`src/rtl/alu_pkg.sv`:
```
// Shared definitions for the ALU result stage: datapath width, ALUOp codes
// and the packed entry format held in the result FIFO.
package alu_pkg;

    localparam int ALU_WIDTH = 6;

    localparam logic [3:0] OP_AND = 4'b0000;
    localparam logic [3:0] OP_OR  = 4'b0001;
    localparam logic [3:0] OP_ADD = 4'b0010;
    localparam logic [3:0] OP_SUB = 4'b0110;
    localparam logic [3:0] OP_NOR = 4'b1100;

    typedef struct packed {
        logic [ALU_WIDTH-1:0] result;
        logic                 carry;
        logic                 zero;
        logic                 negative;
        logic                 overflow;
    } alu_entry_t;

endpackage

```
`src/rtl/alu_flag_gen.sv`:
```
// Combinational condition-flag derivation for one ALU result.
// Carry and overflow are only meaningful for ADD/SUB; every other op reports 0.
module alu_flag_gen
    import alu_pkg::*;
#(
    parameter int WIDTH = ALU_WIDTH
) (
    input  logic [WIDTH-1:0] result,
    input  logic             cout,
    input  logic [3:0]       op,
    input  logic             a_msb,
    input  logic             b_msb,
    output logic             carry,
    output logic             zero,
    output logic             negative,
    output logic             overflow
);

    logic res_msb;
    assign res_msb = result[WIDTH-1];

    always_comb begin
        carry    = 1'b0;
        overflow = 1'b0;
        zero     = (result == '0);
        negative = res_msb;
        case (op)
            OP_ADD: begin
                carry    = cout;
                overflow = (a_msb == b_msb) && (res_msb != a_msb);
            end
            // a - b flips the effective sign of b, hence the inverted MSB test
            OP_SUB: begin
                carry    = cout;
                overflow = (a_msb != b_msb) && (res_msb != a_msb);
            end
            default: ;
        endcase
    end

endmodule

```
`src/rtl/alu_result_stage.sv`:
```
// Captures ALU results with derived flags into a 2-entry FIFO toward writeback.
// Optional sticky carry/overflow accumulation is enabled by ALU_STICKY_FLAGS_EN.
module alu_result_stage
    import alu_pkg::*;
#(
    parameter int WIDTH = ALU_WIDTH,
    parameter int DEPTH = 2
) (
    input  logic             clk,
    input  logic             reset,
    input  logic             in_valid,
    output logic             in_ready,
    input  logic [WIDTH-1:0] alu_result,
    input  logic             alu_carry_out,
    input  logic [3:0]       alu_op,
    input  logic             a_msb,
    input  logic             b_msb,
    output logic             out_valid,
    input  logic             out_ready,
    output logic [WIDTH-1:0] out_result,
    output logic             out_carry,
    output logic             out_zero,
    output logic             out_negative,
    output logic             out_overflow,
`ifdef ALU_STICKY_FLAGS_EN
    input  logic             sticky_clr,
    output logic             sticky_carry,
    output logic             sticky_overflow,
`endif
    output logic [1:0]       count
);

    alu_entry_t mem_reg [0:1];
    logic       wr_ptr_reg;
    logic       rd_ptr_reg;
    logic [1:0] count_reg;

    alu_entry_t new_entry;
    alu_entry_t head;
    logic       push;
    logic       pop;

    alu_flag_gen #(.WIDTH(WIDTH)) u_flag_gen (
        .result   (alu_result),
        .cout     (alu_carry_out),
        .op       (alu_op),
        .a_msb    (a_msb),
        .b_msb    (b_msb),
        .carry    (new_entry.carry),
        .zero     (new_entry.zero),
        .negative (new_entry.negative),
        .overflow (new_entry.overflow)
    );
    assign new_entry.result = alu_result;

    // Ready depends only on occupancy, so there is no path from out_ready.
    assign in_ready  = (count_reg != 2'(DEPTH));
    assign out_valid = (count_reg != 2'd0);
    assign push      = in_valid && in_ready;
    assign pop       = out_valid && out_ready;
    assign count     = count_reg;

    always_ff @(posedge clk or posedge reset) begin
        if (reset) begin
            wr_ptr_reg <= 1'b0;
            rd_ptr_reg <= 1'b0;
            count_reg  <= 2'd0;
        end else begin
            if (push) wr_ptr_reg <= ~wr_ptr_reg;
            if (pop)  rd_ptr_reg <= ~rd_ptr_reg;
            case ({push, pop})
                2'b10:   count_reg <= count_reg + 2'd1;
                2'b01:   count_reg <= count_reg - 2'd1;
                default: count_reg <= count_reg;
            endcase
        end
    end

    // Storage needs no reset: stale slots are never visible while count is 0.
    always_ff @(posedge clk) begin
        if (push) mem_reg[wr_ptr_reg] <= new_entry;
    end

    assign head         = mem_reg[rd_ptr_reg];
    assign out_result   = out_valid ? head.result   : '0;
    assign out_carry    = out_valid ? head.carry    : 1'b0;
    assign out_zero     = out_valid ? head.zero     : 1'b0;
    assign out_negative = out_valid ? head.negative : 1'b0;
    assign out_overflow = out_valid ? head.overflow : 1'b0;

`ifdef ALU_STICKY_FLAGS_EN
    logic sticky_carry_reg;
    logic sticky_overflow_reg;

    // A clear in the same cycle as a pop discards that pop's flags.
    always_ff @(posedge clk or posedge reset) begin
        if (reset) begin
            sticky_carry_reg    <= 1'b0;
            sticky_overflow_reg <= 1'b0;
        end else if (sticky_clr) begin
            sticky_carry_reg    <= 1'b0;
            sticky_overflow_reg <= 1'b0;
        end else if (pop) begin
            sticky_carry_reg    <= sticky_carry_reg    | head.carry;
            sticky_overflow_reg <= sticky_overflow_reg | head.overflow;
        end
    end

    assign sticky_carry    = sticky_carry_reg;
    assign sticky_overflow = sticky_overflow_reg;
`endif

endmodule

```
`config.mk`:
```
export PLATFORM = sky130hd
export DESIGN_NAME = alu_result_stage
export DESIGN_NICKNAME = d
export VERILOG_FILES = /design/src/rtl/alu_pkg.sv /design/src/rtl/alu_flag_gen.sv /design/src/rtl/alu_result_stage.sv
export SDC_FILE = /design/constraint.sdc
export NUM_CORES = 1
export LEC_CHECK = 0
export CELL_PAD_IN_SITES_DETAIL_PLACEMENT = 1
export CELL_PAD_IN_SITES_GLOBAL_PLACEMENT = 1
export CORE_AREA = 2 2 56 58
export CTS_BUF_LIST = sky130_fd_sc_hd__clkbuf_4
export DETAILED_ROUTE_END_ITERATION = 8
export DIE_AREA = 0 0 58 60
export PLACE_DENSITY_LB_ADDON = 0.1
export SYNTH_ARGS = -nofsm -noshare
export SYNTH_HDL_FRONTEND = slang
export SYNTH_HIERARCHICAL = 1
export SYNTH_SLANG_ARGS = --single-unit
export TNS_END_PERCENT = 1
```
`constraint.sdc`:
```
create_clock -name clk -period 1.87 [get_ports clk]
set_input_delay 0.4675 -clock clk [delete_from_list [all_inputs] [get_ports clk]]
set_output_delay 0.4675 -clock clk [all_outputs]
set_load 0.005 [all_outputs]
```
==> results list <==
* Status: finished clean
- Vias post-DR: 653
- Final Instance Area: ~1500 µm²
* Root buffer cell: sky130_fd_sc_hd__clkbuf_4
- Number of remaining DRC errors: 0
- Entering global routing, the biggest net connects 15 pins.
- Share of layout cells above drive strength 1: 16.22%
- For this run, the leading register cell type out of synthesis is sky130_fd_sc_hd__edfxtp_1.
- The longest clock path from root to sink contains 2 buffers.
- Of the total synthesized cell area, the portion taken by XOR and XNOR cells is 5.079%.
- The completed layout was analyzed and its total power is about 2.2 mW.
- sky130_fd_sc_hd__edfxtp_1 takes more of the synthesized area than any other cell.
* Core ar.: just under 3000 µm²
- Most common cell in the netlist: sky130_fd_sc_hd__edfxtp_1
- Summing the areas of all compound-gate instances in the mapped netlist gives 0% of the synthesized area.
- Routed length per placed instance: 13.10 µm
* CP Capture Type: primary output
- Launching element of the worst setup path: count[1]
* Setup tns final: 0 ns
- Standby leakage power: approximately 0.63 nW
* Area growth from synthesis to layout: 44.98%
- Biggest fanout along the worst timing path: 3
- Number of post-CTS setup repair buffers: 0
- Final Wtd Congestion: 0.7176
* Core utilization of the finished layout: between 50% and 60%
- The worst register-to-register path has a setup slack of 0.37 ns.
- During placement, the flow inserted port buffers numbering 30.
* Synthesis warning total: 6
- Share of total power consumed by net switching: 29.28%
* Clock network latency to the later pin of the worst-skew pair: 0.31 ns
- Worst hold slack after final layout: 0.3296 ns
- The worst setup path is of the flop to primary output kind.
- Proportion of synthesized flip-flops having asynchronous set or reset: 16.67%
* Internal cell power: between 1.5 and 2 mW
- 31 I/O pins were placed.
- The smallest clock period supported by the final layout is computed as 1.841 ns.
- The number of different library cells used by synthesis comes to 20.
* Final Hold Vio Count: 0
- Syn_nets: 88
* Initial Util: 35.65%
* WP data required: approximately 1.4 ns
* Simple-gate share of the synthesized area: between 10% and 20%
- Combinational Power Share: a little under half
- The endpoint identified for the worst register-to-register timing path is count[1].
- Fraction of the mapped netlist area in adder cells: 1.209%
* Number of H-tree branching levels: 1
- Once detail routing completed, the nets flagged for antenna violations numbered 0.
- The clock network is responsible for approximately 17% of the overall power.
* Area of the die: 3480 µm²
- Once detailed placement completed, the half-perimeter wirelength came to 1533 µm.
* Sequential group share of total power: between 30% and 40%
- After global routing the overflow that remains totals 0.
- Largest register FFs: 20
* Number of cell rows: 20
* Top post-synthesis cells by area: sky130_fd_sc_hd__edfxtp_1 (58%), sky130_fd_sc_hd__mux2i_1 (11%), sky130_fd_sc_hd__dfrtp_1 (9.7%)
* Max Clock Skew: 0.001076 ns
- Number of vias per cell: 4.535
- The first detailed-routing pass took 2 iterations.
- Horizontal die dimension: 58 µm
- The worst-case IR drop observed on VDD is 0.7488 mV.
- Antenna cells: 0
- In the final design database the tool counted 130 nets.
- Cells on worst reg2reg path: 6
- RSZ-0062 raised after global routing: true
* Share of the yosys chip area belonging to registers: 67.71%
* Detailed Route Iter0 Violations: 15
- Global-route wire length before repair: 3111 µm
* Yosys reg bits: 24
* Clock tree from TritonCTS: built
- Nature of the critical path startpoint: flop
- Setup violations remaining at the end of the flow were counted as 0.
* Number of enable-type register cells in the synthesized netlist: 20
* Capturing instance or port of the critical path: count[1]
* Crit-path cells: buf_4, clkdlybuf4s50_1
- Syn Inst Count: 70
- Max-cap violations in this run came to 0.
- The average instance in the mapped netlist occupies 14.78 µm².
- The synthesized netlist occupies a cell area of 1035 µm².
* P per Cell Area: 1437 nW/µm²
* Routed Wire Length: around 1900 µm
- Clock-pin slew on the worst setup and hold paths: 0.13 ns
- The placed instances occupy a cell area of 1431 µm².
* Reg2Reg Launch Point: count[0]
* Ranking of synthesized cells by instance count: sky130_fd_sc_hd__edfxtp_1 (20), sky130_fd_sc_hd__nor2_1 (13), sky130_fd_sc_hd__mux2i_1 (11)
- The slowest stage of the critical path is the sky130_fd_sc_hd__clkdlybuf4s50_1 cell.
- Share of the clock period used by the worst path: between 90% and 100%
* Number of clock buffers inserted by TritonCTS: 3
- Highest clock rate: 0.5432 GHz
- For this run, the total global-route usage over all layers was measured as 12.44%.
- Antenna violations before repair: 0
- Max-slew violation count: 0
* Main combinational cell family by area after synthesis: simple AND/OR/NAND/NOR gates
* Switching component of the power: approximately 630 µW
* Slew headroom: 73.77%
- Measured along the y axis, the die boundary spans 60 µm.
- Transition time of the tightest slew-check pin: 0.3881 ns
- The worst hold path belongs to the class primary input to asynchronous set/reset pin.
- In this design, the stage delay of the slowest critical-path cell is 0.49 ns.
- Mux contribution to synthesized area: between 10% and 20%
- The number of global-route vias before repair came to 665.
- The clock net in this run drives a total of 24 sinks.
- The top cell type by area accounts for approximately three fifths of the synthesized area.
- At the worst endpoint, the arrival time is 1.37 ns.
cells in the final DEF, fill, tap and decap left out:
master                            synthesis  layout
sky130_fd_sc_hd__edfxtp_1                20      20
sky130_fd_sc_hd__clkdlybuf4s50_1          0      17
sky130_fd_sc_hd__nor2_1                  13      12
sky130_fd_sc_hd__mux2i_1                 11      11
sky130_fd_sc_hd__buf_4                    2       7
sky130_fd_sc_hd__dlygate4sd2_1            0       6
sky130_fd_sc_hd__clkdlybuf4s15_1          0       5
sky130_fd_sc_hd__dfrtp_1                  4       4
sky130_fd_sc_hd__xor2_1                   3       3
sky130_fd_sc_hd__xnor2_1                  3       3
sky130_fd_sc_hd__clkbuf_4                 0       3
sky130_fd_sc_hd__buf_6                    0       3
sky130_fd_sc_hd__inv_1                    2       2
sky130_fd_sc_hd__dlymetal6s2s_1           0       2
sky130_fd_sc_hd__nor2_4                   0       1
sky130_fd_sc_hd__nor2b_2                  1       1
sky130_fd_sc_hd__nand2b_4                 1       1
sky130_fd_sc_hd__nand2_1                  1       1
sky130_fd_sc_hd__and3_1                   1       1
sky130_fd_sc_hd__ha_1                     1       1
sky130_fd_sc_hd__bufinv_16                0       1
sky130_fd_sc_hd__or4_1                    1       1
sky130_fd_sc_hd__nor3_2                   1       1
sky130_fd_sc_hd__nor2b_1                  1       1
sky130_fd_sc_hd__and2b_1                  1       1
sky130_fd_sc_hd__nor4b_1                  1       1
sky130_fd_sc_hd__nor4bb_1                 1       1
power groups by stage:
stage | combinational, mW | clock, mW | sequential, mW
final | 0.981 | 0.369 | 0.806
after global routing | 1.09 | 0.405 | 0.820
after CTS | 0.991 | 0.380 | 0.807
after detailed placement | 1.07 | 0 | 0.805
after global placement | 1.05 | 0 | 0.799
after floorplan | 0.456 | 0 | 0.823
routing by layer:
metal | global-route usage (%) | up-vias | wire length [µm]
li1 | - | 328 | -
met4 | 6.977 | 0 | 14
met3 | 2.597 | 2 | 106
met2 | 22.08 | 18 | 1013
met1 | 13.88 | 305 | 752
met5 | 0 | - | 0
through the flow:
step / setup slack, ns / instances
3_3_place_gp: 0.02764 / 140
2_1_floorplan: 0.3612 / 70
4_1_cts: -0.1982 / 144
3_5_place_dp: -0.06870 / 140
6_report: 0.02893 / 144
5_1_grt: -0.05838 / 144
worst max-delay path, delay by kind of cell, from the launching register on:
family	cells	cell delay, ns
flip-flops	1	0.42
buffers and inverters	2	0.65
worst min-delay path by stage:
stage,from,to,depth (start not counted)
6_report,reset,wr_ptr_reg,2
5_1_grt,reset,wr_ptr_reg,2
4_1_cts,reset,wr_ptr_reg,2
3_5_place_dp,wr_ptr_reg,wr_ptr_reg,1
3_3_place_gp,wr_ptr_reg,wr_ptr_reg,1
2_1_floorplan,reset,count[0],1
cell type report:
class	instances	area (µm²)
well taps	33	41.29
clock buffers	3	22.52
clock inverters	1	30.03
multi-input cells	41	314.1
inverters	2	7.507
repair buffers	40	384.1
fillers	306	1403
flip-flops and latches	24	700.7
cells by family (layout without fill, tap and decap cells):
kind of cell             after synthesis  in the layout
adder cells (fa/ha/maj)                1              1
buffers and inverters                  5             46
multiplexers                          11             11
flip-flops                            24             24
XOR/XNOR                               6              6
AND/OR/NAND/NOR                       23             23
repair_timing:
item | in CTS | in global routing
resized for setup | 15 | 8
hold buffers | 0 | 0
pin swaps | 1 | 0
setup endpoints to repair | 12 | 13
cloned | 0 | 0
No activity file was read; power rests on OpenSTA's default activity.
